<file path="src/rtl/stove_pkg.sv">
// Shared types and constants for the front-panel pulse-to-level stretcher.
package stove_pkg;

  typedef enum logic [1:0] {
    IDLE = 2'b00,
    HOLD = 2'b01,
    GAP  = 2'b10
  } state_t;

  localparam int unsigned DEF_HOLD_CYCLES = 4;
  localparam int unsigned DEF_GAP_CYCLES  = 2;

  // Bits needed to hold 0..max_val, never less than one.
  function automatic int unsigned width_for(input int unsigned max_val);
    return (max_val < 1) ? 1 : $clog2(max_val + 1);
  endfunction

endpackage

</file>
<file path="src/rtl/cycle_down_counter.sv">
// Loadable down-counter with a zero flag; shared by the HOLD and GAP phases.
module cycle_down_counter #(
  parameter int unsigned WIDTH = 3
) (
  input  logic             i_clk,
  input  logic             i_rst,
  input  logic             i_load,
  input  logic [WIDTH-1:0] i_load_val,
  input  logic             i_dec,
  output logic             o_zero
);

  logic [WIDTH-1:0] r_count;

  always_ff @(posedge i_clk) begin
    if (i_rst) begin
      r_count <= '0;
    end else if (i_load) begin
      r_count <= i_load_val;
    end else if (i_dec && (r_count != '0)) begin
      r_count <= r_count - 1'b1;
    end
  end

  always_comb o_zero = (r_count == '0);

endmodule

</file>
<file path="src/rtl/pulse_level_stretcher.sv">
// Stretches single-cycle strobes into HOLD_CYCLES-high windows separated by
// GAP_CYCLES-low gaps, queueing up to PEND_MAX strobes that arrive mid-window.
module pulse_level_stretcher
  import stove_pkg::*;
#(
  parameter  int unsigned HOLD_CYCLES = DEF_HOLD_CYCLES,
  parameter  int unsigned GAP_CYCLES  = DEF_GAP_CYCLES,
  parameter  int unsigned PEND_MAX    = 3,
  localparam int unsigned PW          = width_for(PEND_MAX)
) (
  input  logic          clk,
  input  logic          sync_reset,
  input  logic          pulse_in,
  output logic          level_out,
  output logic          busy,
  output logic          overflow,
  output logic [PW-1:0] pending_count
);

  localparam int unsigned CMAX = (HOLD_CYCLES > GAP_CYCLES) ? HOLD_CYCLES : GAP_CYCLES;
  localparam int unsigned CW   = width_for(CMAX);
  // Counter is loaded with length-1 so the zero flag marks the last clock of a phase.
  localparam logic [CW-1:0] HOLD_LD  = CW'(HOLD_CYCLES - 1);
  localparam logic [CW-1:0] GAP_LD   = CW'(GAP_CYCLES - 1);
  localparam logic [PW-1:0] PEND_LIM = PW'(PEND_MAX);

  state_t          r_state;
  state_t          w_next_state;
  logic            w_cnt_load;
  logic [CW-1:0]   w_cnt_val;
  logic            w_cnt_dec;
  logic            w_cnt_zero;
  logic            w_last_gap;
  logic            w_dequeue;
  logic            w_queue;
  logic [PW-1:0]   r_pending;
  logic            r_overflow;

  cycle_down_counter #(.WIDTH(CW)) u_cnt (
    .i_clk      (clk),
    .i_rst      (sync_reset),
    .i_load     (w_cnt_load),
    .i_load_val (w_cnt_val),
    .i_dec      (w_cnt_dec),
    .o_zero     (w_cnt_zero)
  );

  always_ff @(posedge clk) begin
    if (sync_reset) r_state <= IDLE;
    else            r_state <= w_next_state;
  end

  always_comb begin
    w_next_state = r_state;
    w_cnt_load   = 1'b0;
    w_cnt_val    = HOLD_LD;
    w_cnt_dec    = 1'b0;
    unique case (r_state)
      IDLE: begin
        if (pulse_in) begin
          w_next_state = HOLD;
          w_cnt_load   = 1'b1;
        end
      end
      HOLD: begin
        if (w_cnt_zero) begin
          w_next_state = GAP;
          w_cnt_load   = 1'b1;
          w_cnt_val    = GAP_LD;
        end else begin
          w_cnt_dec = 1'b1;
        end
      end
      GAP: begin
        if (w_cnt_zero) begin
          if ((r_pending != '0) || pulse_in) begin
            w_next_state = HOLD;
            w_cnt_load   = 1'b1;
          end else begin
            w_next_state = IDLE;
          end
        end else begin
          w_cnt_dec = 1'b1;
        end
      end
      default: w_next_state = IDLE;
    endcase
  end

  always_comb begin
    level_out     = (r_state == HOLD);
    busy          = (r_state != IDLE);
    overflow      = r_overflow;
    pending_count = r_pending;
  end

  // Last-GAP strobes never queue: they either restart HOLD or cancel the dequeue.
  always_comb begin
    w_last_gap = (r_state == GAP) && w_cnt_zero;
    w_dequeue  = w_last_gap && (r_pending != '0);
    w_queue    = pulse_in && ((r_state == HOLD) || ((r_state == GAP) && !w_cnt_zero));
  end

  always_ff @(posedge clk) begin
    if (sync_reset) begin
      r_pending  <= '0;
      r_overflow <= 1'b0;
    end else begin
      r_overflow <= w_queue && (r_pending == PEND_LIM);
      if (w_dequeue) begin
        if (!pulse_in) r_pending <= r_pending - 1'b1;
      end else if (w_queue && (r_pending != PEND_LIM)) begin
        r_pending <= r_pending + 1'b1;
      end
    end
  end

endmodule

</file>
<file path="config.mk">
export PLATFORM = sky130hd
export DESIGN_NAME = pulse_level_stretcher
export DESIGN_NICKNAME = d
export VERILOG_FILES = /design/src/rtl/stove_pkg.sv /design/src/rtl/cycle_down_counter.sv /design/src/rtl/pulse_level_stretcher.sv
export SDC_FILE = /design/constraint.sdc
export NUM_CORES = 1
export LEC_CHECK = 0
export ABC_AREA = 1
export CAP_MARGIN = 10
export CORE_AREA = 2 2 39 41
export DETAILED_ROUTE_END_ITERATION = 16
export DIE_AREA = 0 0 41 43
export GPL_TIMING_DRIVEN = 0
export PLACE_DENSITY_LB_ADDON = 0.15
export SYNTH_ARGS = -nofsm -noshare
export SYNTH_HDL_FRONTEND = slang
export SYNTH_SLANG_ARGS = --single-unit
</file>
<file path="constraint.sdc">
create_clock -name clk -period 1.4 [get_ports clk]
set_input_delay 0.14 -clock clk [delete_from_list [all_inputs] [get_ports clk]]
set_output_delay 0.14 -clock clk [all_outputs]
set_load 0.005 [all_outputs]
</file>
==> impl_metrics.csv, run 1 <==
group,metric,value,unit
outcome,run_status,"finished, final reports clean",
final_layout,final_cells,109,
grt,use_met3,7.85,%
detailed_routing,drc,0,
critical_path,endpoint_kind,"output pin",
final_layout,synthToLayoutAreaGrowth,32.6,%
power,power_density,2050,mW/mm²
logic_synthesis,ys_seq_area_share,28.4,%
detailed_routing,ant_nets,0,
logic_synthesis,ys_ff_latch,8,
clock_tree,cts.sinks,8,
sta,whs,0.518,ns
critical_path,critPathMaxStageDelay,0.37,ns
clock_tree,cts-buffers-inserted,3,
die,die_area,0.00176,mm²
logic_synthesis,syn_nets,93,
placement,gp_routability_congestion,0.757,
critical_path,path_class,"flop to output pin",
final_layout,layout.nets,105,
power,pwr-share-comb,62.3,%
logic_synthesis,yosys-top-cells-count,"nand2_1 (17), nor2_1 (13), inv_1 (12), dfxtp_1 (8), ha_1 (7)",
die,core_area,0.00138,mm²
die,io_pins,8,
sta,max_freq,754,MHz
logic_synthesis,synthFlopType,"dfxtp_1",
grt,globalRoute.busiestLayer,"met2",
placement,post-place-ws,-0.113,ns
sta,period_share,94.8,%
clock_tree,cts_max_level,1,
power,switching_share,45.3,%
logic_synthesis,syn-cell-area,564,µm²
die,initial_utilization,40.8,%
clock_tree,ctsRootBufferMaster,"clkbuf_4",
hold_path,min-delay-start,"sync_reset",
grt,grt.total_usage,16.2,%
critical_path,critPathLaunch,"r_state[0]",
critical_path,critPathTopFamily,"flip-flops",
logic_synthesis,synth_top_area_cell,"dfxtp_1",
detailed_routing,drt_pass1_iterations,4,
placement,numPortBuffers,7,
grt,grt_pass1_vias,514,
logic_synthesis,syn_inst,83,
sta,rsz0062_at_grt,"yes",
power,p_int,0.000840,W
grt,antenna_found_initial,0,
sta,fin_ws,0.0729,ns
detailed_routing,drt_iter0_drc,11,
grt,grt_pass1_wl,1970,µm
clock_tree,clk_latency,0.25,ns
critical_path,critPathSlowestCell,"dfxtp_4",
placement,dpl.cell_count,106,
power,seq_power_share,26.6,%
clock_tree,tritoncts,"yes",
detailed_routing,via_per_inst,4.80,
critical_path,crit_path_max_fanout,4,
detailed_routing,vias,523,
sta,hold_viol_final,0,
flow_run,timing.max_cap.violations,0,
grt,use_met1,17.2,%
final_layout,drive_gt1_share,32.3,%
critical_path,cp.arrival,1.19,ns
sta,tightest_slew,0.317,ns
critical_path,path_buf_inv,3,
grt,gr-total-overflow,0,
logic_synthesis,ys_async_sr_fraction,0,%
power,leakage,0.323,nW
final_layout,fin_util,54.1,%
sta,skew,0.000697,ns
logic_synthesis,yosys-top-cells-area,"dfxtp_1 (28%), ha_1 (16%), nand2_1 (11%), nor2_1 (8.6%), inv_1 (8.0%)",
die,die_h,43,µm
final_layout,fillers,144,
logic_synthesis,synth-edff-count,0,
detailed_routing,wl_per_cell,10.3,µm
power,peakVddDrop,0.00112,V
sta,relSlewSlack,78.9,%
critical_path,crit_required,1.26,ns
final_layout,diodes,0,
grt,grt_max_degree,7,
critical_path,worstSetupStartpointType,"flop",
die,num_rows,14,
sta,final-setup-viol-count,0,
clock_tree,cts_buffer_depth,2,
hold_path,hold_path_class,"primary input to flop",
placement,dp.final_hpwl,851,µm
sta,fin_crit,1.33,ns
clock_tree,clk_pin_slew,0.05,ns
clock_tree,cts_setup_buffers,0,
logic_synthesis,synth-warning-count,0,
grt,globalRouteMet2Util,26.9,%
critical_path,r2r-start,"r_state[0]",
logic_synthesis,syn_avg_cell_area,6.80,µm²
critical_path,path_cells,"inv_2, ha_1, inv_1, clkdlybuf4s15_1",
sta,drv_slew,0,
die,die_w,41,µm
power,switching_power,0.000697,W
logic_synthesis,synth.distinct_cells,19,
logic_synthesis,yosysMostFrequentCell,"nand2_1",
power,power_frac_clock,11.1,%
logic_synthesis,synth_top_area_share,28.4,%
sta,fin_tns_setup,0,ns
detailed_routing,routed_wirelength,1130,µm
registers in the layout (all words and copies together) (netlist names):
register and cells:
overflow 1, pending_count 2, u_cnt.r_count 3, r_state 2
logic make-up after synthesis:
logic type | count (synthesis) | synth area share (%)
and+or+nand+nor | 41 | 33.3
AOI/OAI and AO/OA | 12 | 12.0
DFF | 8 | 28.4
adders and majority gates | 7 | 15.5
xor gates and xnor gates | 1 | 1.55
buffers and inverters | 14 | 9.31
per-layer routing:
metal | vias to the layer above | part of all wire, %
li1 | 279 | -
met1 | 237 | 44
met2 | 7 | 52
met3 | 0 | 4.7
met4 | 0 | 0
met5 | - | 0
path summary, 6_finish.rpt:
check,endpoint,slack [ns],cells after the start
worst max-delay path,busy,0.07,4
worst min-delay path,u_cnt.r_count[0],0.52,2
worst max register to register,pending_count[0],0.10,9
worst min register to register,pending_count[1],0.53,2
layout make-up:
type	count	area (µm²)	area share, %
Tap cell	16	20.0	2.68
Inverter	14	55.1	7.36
Clock buffer	3	22.5	3.01
Multi-Input combinational cell	61	414	55.4
Timing Repair Buffer	7	68.8	9.20
Sequential cell	8	168	22.4
power groups by stage:
stage	Sequential [W]	Combinational (W)	Clock (W)
2_1_floorplan	0.000369	0.000608	0
3_3_place_gp	0.000378	0.000807	0
3_5_place_dp	0.000380	0.000819	0
4_1_cts	0.000396	0.000849	0.000179
5_1_grt	0.000423	0.00109	0.000196
6_report	0.000409	0.000957	0.000170
layout by cell type (no fill, tap or decap):
cell type	count
xor2_1	1
o22ai_1	1
dfxtp_2	3
dlygate4sd2_1	1
o21ai_0	1
nor2_2	5
inv_1	9
o21ai_1	2
a21oi_1	4
nand2_4	1
a21oi_2	1
nand3_2	1
inv_4	1
nor4_1	1
nand2_2	5
dfxtp_4	1
nand2_1	15
nand3_1	2
ha_1	4
dfxtp_1	4
clkdlybuf4s50_1	5
nor2_1	11
clkbuf_4	3
clkdlybuf4s15_1	1
inv_2	4
o21ai_2	1
o21a_1	1
o21ai_4	1
ha_4	3
per-stage QoR:
step / power [W] / instance area (µm²)
after floorplan: 0.000977 / 564
after global placement: 0.00119 / 654
after detailed placement: 0.00120 / 654
after CTS: 0.00142 / 704
after global routing: 0.00170 / 748
final: 0.00154 / 748
what timing repair did:
item	CTS	global route
pin swaps	1	2
resized for setup	13	13
hold buffers	0	0
setup endpoints to repair	5	9
Note: power is estimated with default switching activity, not from simulation.
==> inputs of run 2 (changes only) <==
--- a/config.mk
+++ b/config.mk
@@ -10,7 +10,7 @@
 export CORE_AREA = 2 2 39 41
 export DETAILED_ROUTE_END_ITERATION = 16
 export DIE_AREA = 0 0 41 43
-export GPL_TIMING_DRIVEN = 0
+export MAX_ROUTING_LAYER = met4
 export PLACE_DENSITY_LB_ADDON = 0.15
 export SYNTH_ARGS = -nofsm -noshare
 export SYNTH_HDL_FRONTEND = slang
==> run 2 against run 1 <==
  * Hold slack gained 0.020 ns
  * Die area is the same
  * Count of clock-buffer cells in the layout is the same
  * Global-route usage grew 0.45 points
  * Sequential share of layout area shrank 2.1 points
  * Wire length grew 8.0%
  * Critical endpoint is now pending_count[0]
  * Largest power group unchanged
==> impl_metrics.csv, run 2 (synthesis gave the netlist of run 1 again) <==
group,metric,value,unit
outcome,run_status,"finished, final reports clean",
critical_path,crit_required,1.26,ns
grt,grt.total_usage,16.6,%
final_layout,synthToLayoutAreaGrowth,41.7,%
clock_tree,tritoncts,"yes",
critical_path,r2r_setup_slack,0.09,ns
critical_path,crit_path_max_fanout,6,
clock_tree,cts-buffers-inserted,3,
detailed_routing,via_per_inst,4.70,
final_layout,fin_util,57.8,%
detailed_routing,drt_pass1_iterations,4,
clock_tree,cts_max_level,1,
placement,dp.final_hpwl,921,µm
clock_tree,ctsRootBufferMaster,"clkbuf_4",
hold_path,hold_depth,2,
final_layout,final_common_cell,"nand2_1",
sta,final-setup-viol-count,0,
die,core_area,0.00138,mm²
grt,antenna_found_initial,0,
critical_path,reg2reg_to,"pending_count[0]",
power,peakVddDrop,0.000927,V
detailed_routing,wl_per_cell,10.4,µm
grt,gr-total-overflow,0,
clock_tree,cts.sinks,8,
critical_path,critPathMaxStageDelay,0.53,ns
detailed_routing,vias,550,
die,initial_utilization,40.8,%
sta,skew,0.00658,ns
critical_path,cp.arrival,1.18,ns
critical_path,path_class,"flop to output pin",
grt,grt_pass1_wl,1880,µm
final_layout,diodes,0,
sta,relSlewSlack,81.7,%
sta,period_share,94.3,%
die,die_h,43,µm
die,num_rows,14,
clock_tree,clk_pin_slew,0.05,ns
final_layout,fillers,127,
flow_run,timing.max_cap.violations,0,
grt,grt_pass1_vias,460,
detailed_routing,routed_wirelength,1220,µm
critical_path,path_cells,"clkdlybuf4s50_1",
critical_path,r2r-start,"r_state[0]",
hold_path,min-delay-start,"sync_reset",
die,io_pins,8,
sta,tightest_slew,0.271,ns
sta,rsz0062_at_grt,"no",
placement,gp_routability_congestion,0.810,
critical_path,critPathTopFamily,"buffers and inverters",
detailed_routing,drc,0,
final_layout,top_register,"u_cnt.r_count",
final_layout,drive_gt1_share,35.6,%
power,power_density,2030,mW/mm²
die,die_area,0.00176,mm²
final_layout,largest_reg_flops,3,
detailed_routing,ant_nets,0,
hold_path,hold_path_class,"primary input to flop",
clock_tree,clk_latency,0.25,ns
critical_path,worstSetupStartpointType,"flop",
sta,fin_crit,1.32,ns
clock_tree,cts_buffer_depth,2,
critical_path,critPathSlowestCell,"clkdlybuf4s50_1",
final_layout,layout.nets,113,
critical_path,path_buf_inv,1,
sta,drv_slew,0,
sta,max_freq,758,MHz
sta,hold_viol_final,0,
critical_path,ff2ff_path_depth,8,
critical_path,endpoint_kind,"output pin",
power,finalPower,0.00162,W
final_layout,most-common-layout-cells,"nand2_1 (17), nor2_1 (11), inv_1 (8), buf_4 (8)",
placement,numPortBuffers,7,
grt,grt_max_degree,7,
detailed_routing,drt_iter0_drc,10,
power,leakage,0.358,nW
die,die_w,41,µm
hold_path,holdPathEnd,"u_cnt.r_count[0]",
run 2: metrics by stage:
step | instances | hold slack, ns | setup TNS [ns] | instance area (µm²) | setup slack (ns)
3_5_place_dp | 113 | 0.537 | -0.00196 | 707 | -0.00196
5_1_grt | 117 | 0.550 | 0 | 800 | 0.0141
3_3_place_gp | 113 | 0.546 | 0 | 707 | 0.00323
6_report | 117 | 0.538 | 0 | 800 | 0.0802
2_1_floorplan | 83 | 0.209 | 0 | 564 | 0.0703
4_1_cts | 117 | 0.519 | 0 | 752 | 0.0173
run 2: how the worst max path moves through the flow:
stage                      from          endpoint  cells past startpoint
2_1_floorplan        r_state[0]  pending_count[0]                      8
3_3_place_gp         r_state[0]        r_state[0]                      8
3_5_place_dp         r_state[1]  pending_count[0]                      8
4_1_cts        u_cnt.r_count[0]  u_cnt.r_count[1]                     10
5_1_grt        u_cnt.r_count[1]  u_cnt.r_count[1]                      9
6_report       pending_count[0]  pending_count[0]                      1
run 2: layer usage:
metal	vias to the layer above	GRT usage (%)	wire length (µm)	share of wire [%]
met5	-	-	0	0
met3	2	4.71	40	3.3
met4	0	10.0	17	1.4
met2	13	25.0	634	52
li1	298	-	-	-
met1	237	18.6	524	43
run 2: final cells by class:
type / instances / area [µm²] / share of cell area (%)
Timing Repair Buffer: 15 / 128 / 16.0
Tap cell: 16 / 20.0 / 2.50
Sequential cell: 8 / 163 / 20.3
Clock buffer: 3 / 22.5 / 2.82
Multi-Input combinational cell: 61 / 414 / 51.8
Inverter: 14 / 52.6 / 6.57
run 2: repair_timing:
action | 4_1_cts | 5_1_grt
gates resized for setup | 9 | 12
buffers inserted | 1 | 0
hold buffers | 0 | 0
pin swaps | 0 | 3
endpoints found under the setup margin | 3 | 8
run 2: power by group:
group	switching [W]	internal (W)	leakage, nW	total, W
combinational	0.000569	0.000498	0.278	0.00107
sequential	0.0000750	0.000312	0.0664	0.000387
clock	0.0000712	0.0000976	0.0138	0.000169
total	0.000715	0.000907	0.358	0.00162
==> RTL edit 1 (config.mk and constraints of run 2) <==
Set the package constant `DEF_HOLD_CYCLES` to 8 (it was 4).
--- a/src/rtl/stove_pkg.sv
+++ b/src/rtl/stove_pkg.sv
@@ -9,3 +9,3 @@
 
-  localparam int unsigned DEF_HOLD_CYCLES = 4;
+  localparam int unsigned DEF_HOLD_CYCLES = 8;
   localparam int unsigned DEF_GAP_CYCLES  = 2;
Check against the original RTL: not equivalent (Yosys sat finds a counterexample within 10 cycles, from zero or initial values and one cycle with sync_reset high).
==> RTL edit 1 against run 2 <==
  * Clock skew is 0.0033 ns lower
  * Power is 38% higher
  * Critical endpoint is now pending_count[1]
  * Synthesized area is 16% higher
  * Sequential cell count is 1 higher
  * Setup slack worse by 0.026 ns
  * Critical path type unchanged
  * Design area is 18% higher
  * Wire length is 27% higher
  * Register-to-register slack worse by 0.03 ns
==> RTL edit 1: results (changes against run 2) <==
- The synthesized-area fraction occupied by ao, oa, aoi and oai cells is 0.1147 (-0.005011).
- The XOR/XNOR share of the synthesized area is 0.02677 (+0.01125).
- The flip-flop count of the largest register after layout came to 4 (+1).
- The biggest cell delay along the critical path is 0.53 ns (about the same).
- After synthesis, the cell types taking the most area are sky130_fd_sc_hd__dfxtp_1 28%, sky130_fd_sc_hd__nand2_1 11%, sky130_fd_sc_hd__ha_1 9.6%.
- The number of cell instances on the worst register-to-register path is 10 (+2).
- The HPWL after detailed placement came to 1.099 mm (+19%).
- The number of port buffers was 7 (unchanged).
- The global routing usage summed across all routing layers is 0.2052 (+0.03869).
- The run finished with clean final reports.
- The measured slew at the worst slew-check pin is 0.2155 ns (-0.05586 ns).
- The source of the worst register-to-register timing path is u_cnt.r_count[0]$_SDFFE_PP0P_.
- The clock-pin slew on the worst setup and hold paths is 0.07 ns (+0.02 ns).
- The number of cells on the worst hold path is 2 (unchanged).
- The post-synthesis share of cell area spent on full adders, half adders and majority gates is 0.09560 (-0.05961).
- The final weighted congestion in routability-driven placement came to 0.8669 (+7.1%).
- The leakage power summed over all cells is 0.4417 nW (+23%).
- The share of post-route cells with drive strength above 1 is 0.3866 (+0.03012).
- The type of the tightest min-delay check is in -> reg.
- Tracing the worst setup path back leads to its startpoint at pending_count[1]$_SDFFE_PP0P_.
- The via count normalized by instance count was 4.904 (+4.3%).
- The register-to-register setup slack is 0.06 ns (-0.03 ns).
- The arrival time at the worst endpoint is 1.21 ns (+0.03 ns).
- More flip-flops sit in one register than any other, and that register is u_cnt.r_count.
- The sequential fraction of the synthesis area is 0.2753 (-0.008479).
- The startpoint identified for the worst hold timing path is sync_reset.
- The worst voltage drop across the vdd grid was 0.001262 V (+36%).
- The number of instances resized during post-cts repair is 11 (+2).
- The net count reported at finish is 128 (+13%).
- The net count after synthesis is 106 (+14%).
- The average wire per cell in the routed design came to 11.41 um (+9.8%).
- The worst setup timing slack at the placement stage was -0.03491 ns (-0.03295 ns).
- The number of global-route vias before repair is 586 (+27%).
- The number of buffers created by CTS is 3 (unchanged).
- The commonest cells after synthesis are 20 x sky130_fd_sc_hd__nand2_1, 16 x sky130_fd_sc_hd__inv_1, 13 x sky130_fd_sc_hd__nor2_1, 9 x sky130_fd_sc_hd__dfxtp_1.
- The leftover overflow at the end of global routing came to 0 (unchanged).
- The share of synthesized registers carrying an async set or reset was 0 (unchanged).
- The clock latency on the worst-skew pair was 0.27 ns (+0.02 ns).
- The largest net degree at the start of global routing is 8 (+1).
- The total placed instance area is 804.5 sq um (+14%).
- The global-route wire length before repair is 2.359 mm (+26%).
- The post-route clock skew is 0.003268 ns (-0.003312 ns).
- The maximum fanout encountered on the critical timing path is 5 (-1).
- The number of setup buffers added after CTS is 2 (+1).
- The number of DRC markers after the initial detailed-route iteration is 15 (+5).
- The CTS root buffer is sky130_fd_sc_hd__clkbuf_4.
- The capture point of the worst reg-to-reg path is r_state[0]$_SDFFE_PP0P_.
- Among all stages on the critical path, the largest delay is contributed by sky130_fd_sc_hd__clkdlybuf4s50_1.
[RTL edit 1: where the power goes]
part / total, mW / internal, mW / switching, mW / leakage, nW
registers: 0.454 / 0.361 / 0.0922 / 0.0753
logic: 1.57 / 0.732 / 0.842 / 0.351
clock network: 0.213 / 0.110 / 0.103 / 0.0150
total: 2.24 / 1.20 / 1.04 / 0.442
[RTL edit 1: cells by family after synthesis]
family,Yosys count
flops,9
fa+ha+maj,5
xor+xnor,2
buf+inv,17
compound gates,13
simple gates,52
[RTL edit 1: metal layers]
layer | GRT usage | part of all wire | vias up
li1 | - | - | 347
met1 | 0.2237 | 0.43 | 302
met2 | 0.3313 | 0.52 | 9
met4 | 0.1000 | 0.023 | 0
met5 | - | 0 | -
met3 | 0.04712 | 0.030 | 4
[RTL edit 1: layout make-up]
| class | instances | area [sq um] |
|---|---|---|
| Inverter | 17 | 63.81 |
| Fill cell | 126 | 439.2 |
| Multi-Input combinational cell | 72 | 501.7 |
| Tap cell | 16 | 20.02 |
| Clock buffer | 4 | 26.28 |
| Timing Repair Buffer | 17 | 146.4 |
| Sequential cell | 9 | 186.4 |
[RTL edit 1: worst max path at each step]
stage / end / slack, ns
after floorplan: u_cnt.r_count[2]$_SDFFE_PP0P_ / 0.09
after global placement: u_cnt.r_count[1]$_SDFFE_PP0P_ / -0.002
after detailed placement: u_cnt.r_count[1]$_SDFFE_PP0P_ / -0.03
after CTS: pending_count[1]$_SDFFE_PP0P_ / -0.003
after global routing: u_cnt.r_count[2]$_SDFFE_PP0P_ / -0.06
final: pending_count[1] / 0.05
[RTL edit 1: metrics by stage]
step                      hold WS (ns)    util  instances
after detailed placement        0.5088  0.5814        129
after CTS                       0.4796  0.6338        135
final                           0.4942  0.6826        135
after floorplan                 0.2091       -         98
after global placement          0.4941  0.5814        129
after global routing            0.5052  0.6826        135
==> RTL edit 2 (settings of run 2) <==
Made on the original files. Put a register stage on the output `pending_count`, without a reset. The value now appears one clock later. The other outputs are not delayed to match.
--- a/src/rtl/pulse_level_stretcher.sv
+++ b/src/rtl/pulse_level_stretcher.sv
@@ -25,2 +25,4 @@
   localparam logic [PW-1:0] PEND_LIM = PW'(PEND_MAX);
+
+  logic [PW-1:0] pending_count_d;
 
@@ -93,3 +95,3 @@
     overflow      = r_overflow;
-    pending_count = r_pending;
+    pending_count_d = r_pending;
   end
@@ -117,2 +119,6 @@
 
+  always_ff @(posedge clk) begin
+    pending_count <= pending_count_d;
+  end
+
 endmodule
Formal check against the unedited RTL: not equivalent (Yosys sat finds a counterexample within 4 cycles, from zero or initial values and one cycle with sync_reset high).
==> RTL edit 2 against run 2 <==
  * Power grew 15%
  * First-iteration DRC count increased by 50%
  * Largest power group unchanged
  * Sequential share of layout area grew 3.6 points
  * Maximum frequency is 2.5% lower
  * Final cell count up 0.85%
  * Sequential cell count grew 2
  * Wire length up 11%
  * Synthesized area up 4.2%
  * Design area is 7.0% higher
  * Setup slack lost 0.034 ns
  * Critical endpoint is now r_state[0]$_SDFFE_PP0P_
==> RTL edit 2: results (changes against run 2) <==
- The sequential fraction of the synthesis area came to 0.3404 (+0.05661).
- Ranked by total cell area, the synthesized netlist is headed by sky130_fd_sc_hd__dfxtp_1 34%, sky130_fd_sc_hd__ha_1 15%, sky130_fd_sc_hd__inv_1 9.6%.
- The total wire length is 1.348 mm (+11%).
- The mux contribution to synthesized area is 0 (unchanged).
- The proportion of total power due to net switching came to 0.4200 (-0.02077).
- The via count normalized by instance count is 4.873 (+3.7%).
- By count the netlist is led by 15 x sky130_fd_sc_hd__inv_1, 15 x sky130_fd_sc_hd__nand2_1, 12 x sky130_fd_sc_hd__nor2_1, 10 x sky130_fd_sc_hd__dfxtp_1.
- The count of different cell masters after synthesis came to 14 (-5).
- The measured slew at the worst slew-check pin came to 0.2798 ns (+0.008373 ns).
- The average wire per cell in the routed design is 11.42 um (+9.9%).
- More flip-flops sit in one register than any other, and that register is u_cnt.r_count.
- The maximum fanout encountered on the critical timing path came to 5 (-1).
- The mean area per synthesized cell was 7.001 sq um (+3.0%).
- The global routing usage summed across all routing layers is 0.1689 (+0.002404).
- The total number of yosys warnings is 0 (unchanged).
- The final weighted congestion in routability-driven placement was 0.8483 (+4.8%).
- The worst voltage drop across the vdd grid is 0.001169 V (+26%).
- The synthesized-area fraction occupied by ao, oa, aoi and oai cells came to 0.1298 (+0.01005).
- The XOR/XNOR share of the synthesized area came to 0.01489 (-0.0006274).
- The arrival time at the worst endpoint is 1.51 ns (+0.33 ns).
- The post-synthesis share of cell area spent on full adders, half adders and majority gates is 0.1489 (-0.006274).
- The worst setup timing slack at the placement stage came to -0.005442 ns (-0.003486 ns).
- The leakage power summed over all cells is 0.3851 nW (+7.4%).
- The run finished with clean final reports.
- The initial antenna violation count was 0 (unchanged).
- The global-route wire length before repair is 1.869 mm (-0.37%).
- The post-route clock skew was 0.0002646 ns (-0.006315 ns).
- The critical path capture point type is a flip-flop.
- The share of post-route cells with drive strength above 1 is 0.3333 (-0.02310).
- The number of global-route vias before repair is 459 (-0.22%).
- The type of the tightest min-delay check is reg -> reg.
- The net count after synthesis is 94 (+1.1%).
- The number of DRC markers after the initial detailed-route iteration is 15 (+5).
- The HPWL after detailed placement is 854.9 um (-7.2%).
- The maximum clock insertion buffer count is 2 (unchanged).
RTL edit 2: cell count changes in the layout (fill, tap and decap cells not counted), moves of 2 or more:
cell and delta:
sky130_fd_sc_hd__inv_2 -3, sky130_fd_sc_hd__nand3_1 +2, sky130_fd_sc_hd__a21oi_1 +2, sky130_fd_sc_hd__inv_1 +2, sky130_fd_sc_hd__nand2_2 +2, sky130_fd_sc_hd__dfxtp_1 +2, sky130_fd_sc_hd__nand2_1 -4, sky130_fd_sc_hd__nor2_2 -4
sky130_fd_sc_hd__inv_4 +2
RTL edit 2: path summary, 6_finish.rpt:
check / from / to / slack (ns) / depth (start not counted)
worst max-delay path: r_state[0]$_SDFFE_PP0P_ / r_state[0]$_SDFFE_PP0P_ / 0.05 / 7
worst min register to register: pending_count_d[1]$_SDFFE_PP0P_ / pending_count[1]$_DFF_P_ / 0.39 / 0
worst max register to register: r_state[0]$_SDFFE_PP0P_ / r_state[0]$_SDFFE_PP0P_ / 0.05 / 7
worst min-delay path: pending_count_d[1]$_SDFFE_PP0P_ / pending_count[1]$_DFF_P_ / 0.39 / 0
RTL edit 2: metrics by stage:
stage          instance area, sq um    util  setup TNS, ns
2_1_floorplan                 588.1       -              0
3_3_place_gp                  685.7  0.4955              0
3_5_place_dp                  685.7  0.4955      -0.005835
4_1_cts                       780.7  0.5642       -0.05880
5_1_grt                       855.8  0.6184       -0.07619
6_report                      855.8  0.6184              0
RTL edit 2: power groups by stage:
stage               registers (mW)  clock network [mW]  logic [mW]
floorplan                    0.443                   0       0.566
global placement             0.452                   0       0.793
detailed placement           0.455                   0       0.795
CTS                          0.448               0.268       0.894
global route                 0.471               0.280        1.26
finish                       0.461               0.257        1.14
RTL edit 2: final cells by class:
type,instances,area (sq um)
fill,117,528.0
multi-input combinational,59,416.7
timing repair buffer,14,116.4
inverter,15,61.31
clock buffer,4,36.28
sequential,10,205.2
tap,16,20.02
RTL edit 2: worst max-delay path, cell delays in order, from the launching register on:
cell and delay [ns]:
sky130_fd_sc_hd__dfxtp_2 0.33, sky130_fd_sc_hd__buf_4 0.13, sky130_fd_sc_hd__inv_4 0.05, sky130_fd_sc_hd__ha_4 0.17, sky130_fd_sc_hd__o21ai_2 0.16, sky130_fd_sc_hd__o21ai_4 0.09
sky130_fd_sc_hd__buf_4 0.14, sky130_fd_sc_hd__o21a_1 0.18
RTL edit 2: metal layers:
metal	vias to the layer above	share of wire	GRT usage
met2	9	0.53	0.2813
li1	302	-	-
met1	260	0.42	0.1516
met5	-	0	-
met4	0	0.027	0.06000
met3	4	0.032	0.09424
RTL edit 2: timing repair:
item | 4_1_cts | 5_1_grt
resized for setup | 10 | 24
pin swaps | 2 | 2
buffers inserted | 5 | 2
gates cloned | 0 | 0
endpoints found under the setup margin | 4 | 8
